<file path="src/rtl/mem_port_arbiter.sv">
// Arbitrates IF fetch and MEM data access onto one req/ack memory port.
// Data wins; the global stall holds until every request this pipeline cycle is served.
module mem_port_arbiter #(
  parameter int ADDR_W  = 32,
  parameter int DATA_W  = 32,
  parameter int TIMEOUT = 64
) (
  input  logic              clk_i,
  input  logic              rst_i,
  input  logic              if_req_i,
  input  logic [ADDR_W-1:0] if_addr_i,
  output logic [DATA_W-1:0] if_rdata_o,
  output logic              if_ready_o,
  input  logic              dm_read_i,
  input  logic              dm_write_i,
  input  logic [ADDR_W-1:0] dm_addr_i,
  input  logic [DATA_W-1:0] dm_wdata_i,
  output logic [DATA_W-1:0] dm_rdata_o,
  output logic              dm_ready_o,
  output logic              stall_o,
  output logic              mem_req_o,
  output logic              mem_we_o,
  output logic [ADDR_W-1:0] mem_addr_o,
  output logic [DATA_W-1:0] mem_wdata_o,
  input  logic [DATA_W-1:0] mem_rdata_i,
  input  logic              mem_ack_i,
  output logic              err_o
);
  localparam int CNT_W = $clog2(TIMEOUT + 1);

  typedef enum logic [1:0] {IDLE, BUSY_D, BUSY_I} state_t;

  state_t             r_state;
  logic [CNT_W-1:0]   r_cnt;
  logic               r_i_done, r_d_done;
  logic               r_mem_req, r_mem_we, r_err;
  logic [ADDR_W-1:0]  r_mem_addr;
  logic [DATA_W-1:0]  r_mem_wdata, r_if_rdata, r_dm_rdata;

  logic               w_dm_req, w_d_pend, w_i_pend, w_stall, w_to, w_fin;
  logic [DATA_W-1:0]  w_cap;

  assign w_dm_req = dm_read_i | dm_write_i;
  assign w_d_pend = w_dm_req & ~r_d_done;
  assign w_i_pend = if_req_i & ~r_i_done;
  assign w_stall  = w_d_pend | w_i_pend;
  // Forced completion on the TIMEOUT-th busy cycle without an ack.
  assign w_to     = (r_cnt == CNT_W'(TIMEOUT - 1));
  assign w_fin    = mem_ack_i | w_to;
  assign w_cap    = mem_ack_i ? mem_rdata_i : '0;

  always_ff @(posedge clk_i) begin
    if (rst_i) begin
      r_state     <= IDLE;
      r_cnt       <= '0;
      r_i_done    <= 1'b0;
      r_d_done    <= 1'b0;
      r_mem_req   <= 1'b0;
      r_mem_we    <= 1'b0;
      r_err       <= 1'b0;
      r_mem_addr  <= '0;
      r_mem_wdata <= '0;
      r_if_rdata  <= '0;
      r_dm_rdata  <= '0;
    end else begin
      // Pipeline advances on any non-stalled edge, so the next requests are new.
      if (!w_stall) begin
        r_i_done <= 1'b0;
        r_d_done <= 1'b0;
      end
      case (r_state)
        IDLE: begin
          if (w_d_pend) begin
            r_mem_req   <= 1'b1;
            r_mem_we    <= dm_write_i;
            r_mem_addr  <= dm_addr_i;
            r_mem_wdata <= dm_wdata_i;
            r_cnt       <= '0;
            r_state     <= BUSY_D;
          end else if (w_i_pend) begin
            r_mem_req   <= 1'b1;
            r_mem_we    <= 1'b0;
            r_mem_addr  <= if_addr_i;
            r_cnt       <= '0;
            r_state     <= BUSY_I;
          end
        end
        BUSY_D, BUSY_I: begin
          if (w_fin) begin
            r_mem_req <= 1'b0;
            r_state   <= IDLE;
            if (!mem_ack_i) r_err <= 1'b1;
            if (r_state == BUSY_D) begin
              r_d_done <= 1'b1;
              if (!r_mem_we) r_dm_rdata <= w_cap;
            end else begin
              r_i_done   <= 1'b1;
              r_if_rdata <= w_cap;
            end
          end else begin
            r_cnt <= r_cnt + 1'b1;
          end
        end
        default: r_state <= IDLE;
      endcase
    end
  end

  assign stall_o     = w_stall;
  assign if_ready_o  = r_i_done;
  assign dm_ready_o  = r_d_done;
  assign if_rdata_o  = r_if_rdata;
  assign dm_rdata_o  = r_dm_rdata;
  assign mem_req_o   = r_mem_req;
  assign mem_we_o    = r_mem_we;
  assign mem_addr_o  = r_mem_addr;
  assign mem_wdata_o = r_mem_wdata;
  assign err_o       = r_err;
endmodule

</file>
<file path="config.mk">
export PLATFORM = sky130hd
export DESIGN_NAME = mem_port_arbiter
export DESIGN_NICKNAME = d
export VERILOG_FILES = /design/src/rtl/mem_port_arbiter.sv
export SDC_FILE = /design/constraint.sdc
export NUM_CORES = 1
export LEC_CHECK = 0
export CAP_MARGIN = 10
export CORE_ASPECT_RATIO = 0.8
export CORE_MARGIN = 4
export CORE_UTILIZATION = 30
export DETAILED_ROUTE_END_ITERATION = 8
export PLACE_DENSITY = 0.69
export SYNTH_ARGS = -nofsm -noshare
export SYNTH_HDL_FRONTEND = slang
export SYNTH_SLANG_ARGS = --single-unit
export TNS_END_PERCENT = 20
</file>
<file path="constraint.sdc">
create_clock -name clk_i -period 5.1 [get_ports clk_i]
set_input_delay 1.53 -clock clk_i [delete_from_list [all_inputs] [get_ports clk_i]]
set_output_delay 1.53 -clock clk_i [all_outputs]
set_load 0.005 [all_outputs]
</file>
==> metrics.md <==
| Metric | Value |
|---|---|
| Status | completed |
| Biggest area consumer among synthesized cells | dfxtp_1 |
| Detail-routed via count per cell | 4.61 |
| FP Rows | 44 |
| Number of global-route vias before repair | 4975 |
| Flop pwr share | 39.6% |
| Critical-path top delay cell | clkdlybuf4s50_1 |
| Area Growth Syn to Fin | 59.3% |
| DRC errors left | 0 |
| Worst-path fanout max | 3 |
| Clock Path Buffers | 2 |
| Total core area | 18300 µm² |
| Max_cap viols | 0 |
| Die area | 21200 µm² |
| Starting density of the core | 30.9% |
| Worst EP required | 3.57 ns |
| Dominant cells by area after synthesis | dfxtp_1 50%, nand2_1 9.0%, mux2i_1 5.6% |
| Gr usage total | 16.0% |
| IO Port Bufs | 267 |
| Min-Delay Path Class | reg -> reg |
| Seq/Total Area, Yosys | 50.1% |
| Die extent in x | 162 µm |
| Switching share of power | 28.4% |
| Iter 0 DRT Violations | 240 |
| Syn nets | 761 |
| Total Neg Setup Slack | 0 ns |
| VDD IR max | 0.188 mV |
| Int Pwr | 2.30 mW |
| Mux cell area share after synthesis | 5.65% |
| Clk network pwr share | 37.9% |
| Antenna violations before repair | 0 |
| Post-cts sizing count | 0 |
| Worst stage delay on the critical path | 0.50 ns |
| Clk_skew | 0.00916 ns |
| CP most frequent cell | clkdlybuf4s50_1 |
| Number of synthesized flops with an enable pin | 0 |
| Setup-failing EPs final | 0 |
| Gpl congestion | 0.787 |
| Routed Antenna Nets | 0 |
| Hold slack | 0.452 ns |
| Router iterations before antenna repair | 4 |
| Adder and majority gate portion of the synthesized area | 0.883% |
| Ratio of final minimum period to clock period | 83.4% |
| Via count | 5240 |
| Worst skew pair latency | 0.42 ns |
| Net Sw Power | 914 µW |
| Final Critical Period | 4.25 ns |
| Pwr/cell area | 356 nW/µm² |
| Largest net degree at the start of global routing | 73 |
| Mean Syn Cell Area | 9.10 µm² |
| Worst path cell trace | clkdlybuf4s50_1, nand2b_1, nand2_1, clkdlybuf4s50_1 |
| Post-DP HPWL | 12.3 mm |
| Final Max Tran Viols | 0 |
| # placed instances | 1104 |
| CTS H-tree depth | 4 |
| ANT cells | 0 |
| Main combinational cell family by area after synthesis | simple AND/OR/NAND/NOR gates |
| Unrepaired setup endpoints after global routing | no |
| CP Class | in -> out |
| Clock sink count | 142 |
| Post-CTS Hold Buffers | 0 |
| IO Count | 268 |
| Xor and xnor area share after synthesis | 0% |
| Synth top area share | 50.1% |
| Root Buffer | clkbuf_16 |
| Leakage | 3.41 nW |
| Layout cells sized above 1 | 8.27% |
| CP startpoint kind | primary input |
| Post-CTS Setup Inserts | 0 |
| Synth unique cells | 44 |
| Synthesis warning total | 0 |
| FFs w/ async S/R, synth | 0% |
| Die H | 131 µm |
| TritonCTS clock tree | done |
| First-pass GRT wire length | 26.9 mm |
| Cell area after synthesis | 5670 µm² |
| #FFs+latches synth | 142 |
| Worst-Margin Slew | 1.05 ns |
| Wire per inst | 15.6 µm |
| TritonCTS buffer count | 17 |
| Top FF cell, synth | dfxtp_1 |
| Final hold viol count | 0 |
| GRT overflow | 0 |
| Post-Route WL | 17.8 mm |
| Worst Path Arrival | 2.72 ns |
| Post-Layout Cell Count | 1136 |
| FMAX | 0.235 GHz |
| Slew margin rel. | 30.2% |
| Post-Synth Simple-Gate Area | 20.8% |
| Post-Syn Instances | 623 |
| Reg clk slew, reported paths | 0.06 ns |
| Compound-Gate Fraction of Synth Area | 17.4% |
| CP Capture Type | output port |
| Final #Nets | 1008 |
| Portion of total power attributed to combinational logic | 22.5% |
registers in the layout, indices dropped and copies added, names as in the netlist:
signal       count
dm_rdata_o      32
dm_ready_o       1
err_o            1
if_rdata_o      32
if_ready_o       1
mem_addr_o      32
mem_req_o        1
mem_wdata_o     32
mem_we_o         1
r_cnt            7
r_state          2
layout make-up:
| cell class | instances | area, µm² |
|---|---|---|
| clock buffer | 17 | 425 |
| clock inverter | 15 | 148 |
| multi-input combinational | 428 | 2550 |
| tap | 253 | 317 |
| sequential | 142 | 2840 |
| inverter | 6 | 22.5 |
| fill | 1735 | 9300 |
| timing repair buffer | 275 | 2730 |
cells in the mapped netlist (4+ instances only):
cell type,count
ha_1,4
a311oi_1,33
mux2i_1,32
nor2_1,68
clkbuf_1,24
nand3_1,7
o21ai_0,4
dfxtp_1,142
inv_1,6
a21oi_1,39
nand2b_1,6
buf_2,13
buf_6,5
and2_2,20
a31oi_1,4
and2_1,14
nand2_1,136
a22o_1,32
per-layer routing:
layer,up-vias,wire length (µm),GRT usage (%)
li1,2646,-,-
met3,15,1630,7.21
met2,170,8160,25.8
met4,0,204,4.43
met5,-,0,0
met1,2409,7760,19.7
placed cells by master (no fill, tap or decap), drive strengths merged, types with 2 or more instances in the layout:
master	count
nand4b	2
nand2	136
a221oi	2
and2	34
clkdlybuf4s50	266
nor2	69
nand2b	6
inv	14
o22ai	2
a32oi	3
ha	4
a21oi	40
buf	9
mux2i	32
a31oi	5
clkinv	4
clkbuf	17
o32ai	2
nor3	3
nand3	7
o21ai	5
a22o	32
dfxtp	142
nor2b	2
a311oi	33
clkinvlp	2
stage by stage:
| stage | power (mW) | cell area, µm² | util [%] | worst slack [ns] |
|---|---|---|---|---|
| floorplan | 1.65 | 5670 | - | 1.36 |
| global placement | 2.03 | 8460 | 46.1 | 0.854 |
| detailed placement | 2.03 | 8460 | 46.1 | 0.843 |
| CTS | 3.26 | 9030 | 49.3 | 0.837 |
| global route | 3.38 | 9030 | 49.3 | 0.799 |
| finish | 3.21 | 9030 | 49.3 | 0.846 |
cells by family after synthesis:
group | count (synthesis)
DFF | 142
and+or+nand+nor | 263
buffers and inverters | 53
adders and majority gates | 4
muxes | 32
AOI/OAI and AO/OA | 129
power groups by stage:
stage	sequential [mW]	clock (mW)	combinational [mW]
after floorplan	1.30	0	0.347
after global placement	1.29	0	0.732
after detailed placement	1.30	0	0.733
after CTS	1.27	1.25	0.736
after global routing	1.29	1.30	0.790
final	1.27	1.22	0.723
path summary, 6_finish.rpt:
path	start	to	slack (ns)	depth (start not counted)
worst min register to register	mem_wdata_o[22]$_SDFFE_PP0P_	mem_wdata_o[22]$_SDFFE_PP0P_	0.45	2
worst max-delay path	if_req_i	stall_o	0.85	4
worst max register to register	r_state[0]$_SDFFE_PP0P_	if_rdata_o[25]$_SDFFE_PP0P_	2.79	7
worst min-delay path	mem_wdata_o[22]$_SDFFE_PP0P_	mem_wdata_o[22]$_SDFFE_PP0P_	0.45	2
critical path: cells and delay by family:
family / cells / cell delay, ns
AND/OR/NAND/NOR: 2 / 0.23
buffers and inverters: 2 / 0.97
Power figures use the tool's default switching activity.
==> variant (config.mk and constraints unchanged) <==
Encoding of `state_t`: now one-hot (3 bits for 3 states).
--- a/src/rtl/mem_port_arbiter.sv
+++ b/src/rtl/mem_port_arbiter.sv
@@ -28,7 +28,7 @@
 );
   localparam int CNT_W = $clog2(TIMEOUT + 1);
 
-  typedef enum logic [1:0] {IDLE, BUSY_D, BUSY_I} state_t;
+  typedef enum logic [2:0] {IDLE = 3'b001, BUSY_D = 3'b010, BUSY_I = 3'b100} state_t;
 
   state_t             r_state;
   logic [CNT_W-1:0]   r_cnt;
Check against the original RTL: same outputs for any inputs over 4 cycles, from zero or initial values and one cycle with rst_i high; so few cycles prove little.
==> variant against the unedited design <==
Critical path type unchanged. Power decreased by 2.8%. Cell area decreased by 2.7%. Area after synthesis decreased by 5.5%. Setup slack got worse by 20 ps. Synthesized cell count decreased by 0.16%. Wire length about the same. Sequential cell count increased by 1. Core utilization increased by 1.1 points. Final cell count decreased by 2.6%. Sequential share of layout area increased by 1.1 points. Non-clock buffer count increased by 3. Maximum frequency decreased by 0.47%.
==> variant: results (changes against the unedited design) <==
{| class="wikitable"
! Metric !! Value
|-
| Area fraction in compound gates after synthesis || 0.241 (was 0.174)
|-
| Synthesized net count || 757 (was 761)
|-
| Worst Path Arrival || 2740 ps (was 2720 ps)
|-
| Slack of the worst reg-to-reg path || 2740 ps (was 2790 ps)
|-
| Share of cell area taken by muxes after synthesis || 0 (was 0.0565)
|-
| Worst clock skew || 10.6 ps (was 9.16 ps)
|-
| Via-to-Cell Ratio || 4.81 (was 4.61)
|-
| Pin count of the biggest net entering global routing || 71 (was 73)
|-
| Vias in the first global route || 5172 (was 4975)
|-
| Detail-routed net length per standard cell || 16.0 um (was 15.6 um)
|-
| Seq/Total Area, Yosys || 0.534 (was 0.501)
|-
| Routability congestion estimate from global placement || 0.784 (was 0.787)
|-
| Xor and xnor fraction of the mapped netlist area || 0.00164 (was 0)
|-
| Number of unique standard cell types used by synthesis || 43 (was 44)
|-
| Layout cell share with drive strength beyond 1 || 0.0636 (was 0.0827)
|-
| CP Max Fanout || 2 (was 3)
|-
| Global router's overall resource usage || 0.170 (was 0.160)
|-
| Outcome || finished, final reports clean (unchanged)
|-
| End of the worst register-to-register path || dm_rdata_o[8] (was if_rdata_o[25])
|-
| Post-cts resize count || 0 (unchanged)
|-
| Inserted Clock Buffers || 17 (unchanged)
|-
| Wire length of the first global-routing pass || 27300 um (was 26900 um)
|-
| Beginning of the worst register-to-register path || r_state[1] (was r_state[0])
|-
| Number of I/O port buffers || 267 (unchanged)
|-
| Maximum vdd ir drop || 0.217 mV (was 0.188 mV)
|-
| Maximum clock frequency || 234 MHz (was 235 MHz)
|-
| Static leakage || 3.18 nW (was 3.41 nW)
|-
| Ranking of synthesized cells by area || sky130_fd_sc_hd__dfxtp_1 (53%), sky130_fd_sc_hd__nand2_1 (12%), sky130_fd_sc_hd__a21oi_1 (6.4%), sky130_fd_sc_hd__a22o_1 (5.2%), sky130_fd_sc_hd__a311oi_1 (4.3%) (was sky130_fd_sc_hd__dfxtp_1 (50%), sky130_fd_sc_hd__nand2_1 (9.0%), sky130_fd_sc_hd__mux2i_1 (5.6%), sky130_fd_sc_hd__a311oi_1 (5.1%), sky130_fd_sc_hd__a22o_1 (4.9%))
|-
| Arithmetic-cell share of the synthesized area counting full adders, half adders and majority gates || 0.00234 (was 0.00883)
|-
| Cell count of the worst reg-to-reg path || 5 (was 7)
|-
| Tightest slew margin relative to the limit || 0.263 (was 0.302)
|-
| Violation count after the first detailed-route iteration || 227 (was 240)
|-
| Total half-perimeter wirelength after legalization and detailed placement || 12200 um (was 12300 um)
|-
| Filler cell count || 1655 (was 1735)
|-
| Top cells by count, synth || sky130_fd_sc_hd__nand2_1 (165), sky130_fd_sc_hd__dfxtp_1 (143), sky130_fd_sc_hd__a21oi_1 (69) (was sky130_fd_sc_hd__dfxtp_1 (142), sky130_fd_sc_hd__nand2_1 (136), sky130_fd_sc_hd__nor2_1 (68))
|-
| Final net count || 1003 (was 1008)
|}
==> variant: per-stage QoR <==
step / hold slack, ps / std cells / utilization / setup WS (ps) / cell area (sq um)
2_1_floorplan: 453 / 622 / - / 1660 / 5360
3_3_place_gp: 441 / 1074 / 0.470 / 850 / 8190
3_5_place_dp: 446 / 1074 / 0.470 / 837 / 8190
4_1_cts: 455 / 1106 / 0.504 / 824 / 8790
5_1_grt: 479 / 1106 / 0.504 / 773 / 8790
6_report: 450 / 1106 / 0.504 / 826 / 8790
==> variant: final cells by class <==
type | count | area [sq um] | share of cell area
clock buffers | 20 | 467 | 0.0531
clock inverters | 12 | 133 | 0.0151
inverters | 4 | 15.0 | 0.00171
multi-input cells | 424 | 2260 | 0.258
flip-flops and latches | 143 | 2860 | 0.326
well taps | 225 | 282 | 0.0320
repair buffers | 278 | 2770 | 0.315
==> variant: power by group <==
group | internal, mW | leakage (nW) | switching [mW]
registers | 1.21 | 1.17 | 0.0501
clock network | 0.762 | 0.289 | 0.489
logic | 0.331 | 1.72 | 0.280
total | 2.30 | 3.18 | 0.819
==> variant: worst min path at each step <==
stage	from	end	slack, ps	cells after the start
2_1_floorplan	mem_wdata_o[0]	mem_wdata_o[0]	450	2
3_3_place_gp	mem_wdata_o[0]	mem_wdata_o[0]	440	2
3_5_place_dp	mem_wdata_o[26]	mem_wdata_o[26]	450	2
4_1_cts	mem_wdata_o[26]	mem_wdata_o[26]	450	2
5_1_grt	mem_wdata_o[26]	mem_wdata_o[26]	480	2
6_report	mem_wdata_o[10]	mem_wdata_o[10]	450	2
==> variant: kinds of logic after synthesis <==
group / Yosys count
flip-flops: 143
AO/OA/AOI/OAI: 191
buffers and inverters: 55
AND/OR/NAND/NOR: 231
XOR/XNOR: 1
adder cells (fa/ha/maj): 1
==> variant: worst max-delay path, stage by stage <==
cell and delay, ps:
sky130_fd_sc_hd__clkdlybuf4s50_1 480, sky130_fd_sc_hd__nand2b_1 110, sky130_fd_sc_hd__nand2_1 120, sky130_fd_sc_hd__clkdlybuf4s50_1 510
==> variant: routing by layer <==
metal | global-route usage | wire length (um) | up-vias
li1 | - | - | 2667
met1 | 0.213 | 7790 | 2454
met2 | 0.273 | 8190 | 184
met3 | 0.0593 | 1530 | 16
met4 | 0.0602 | 231 | 0
met5 | 0 | 0 | -
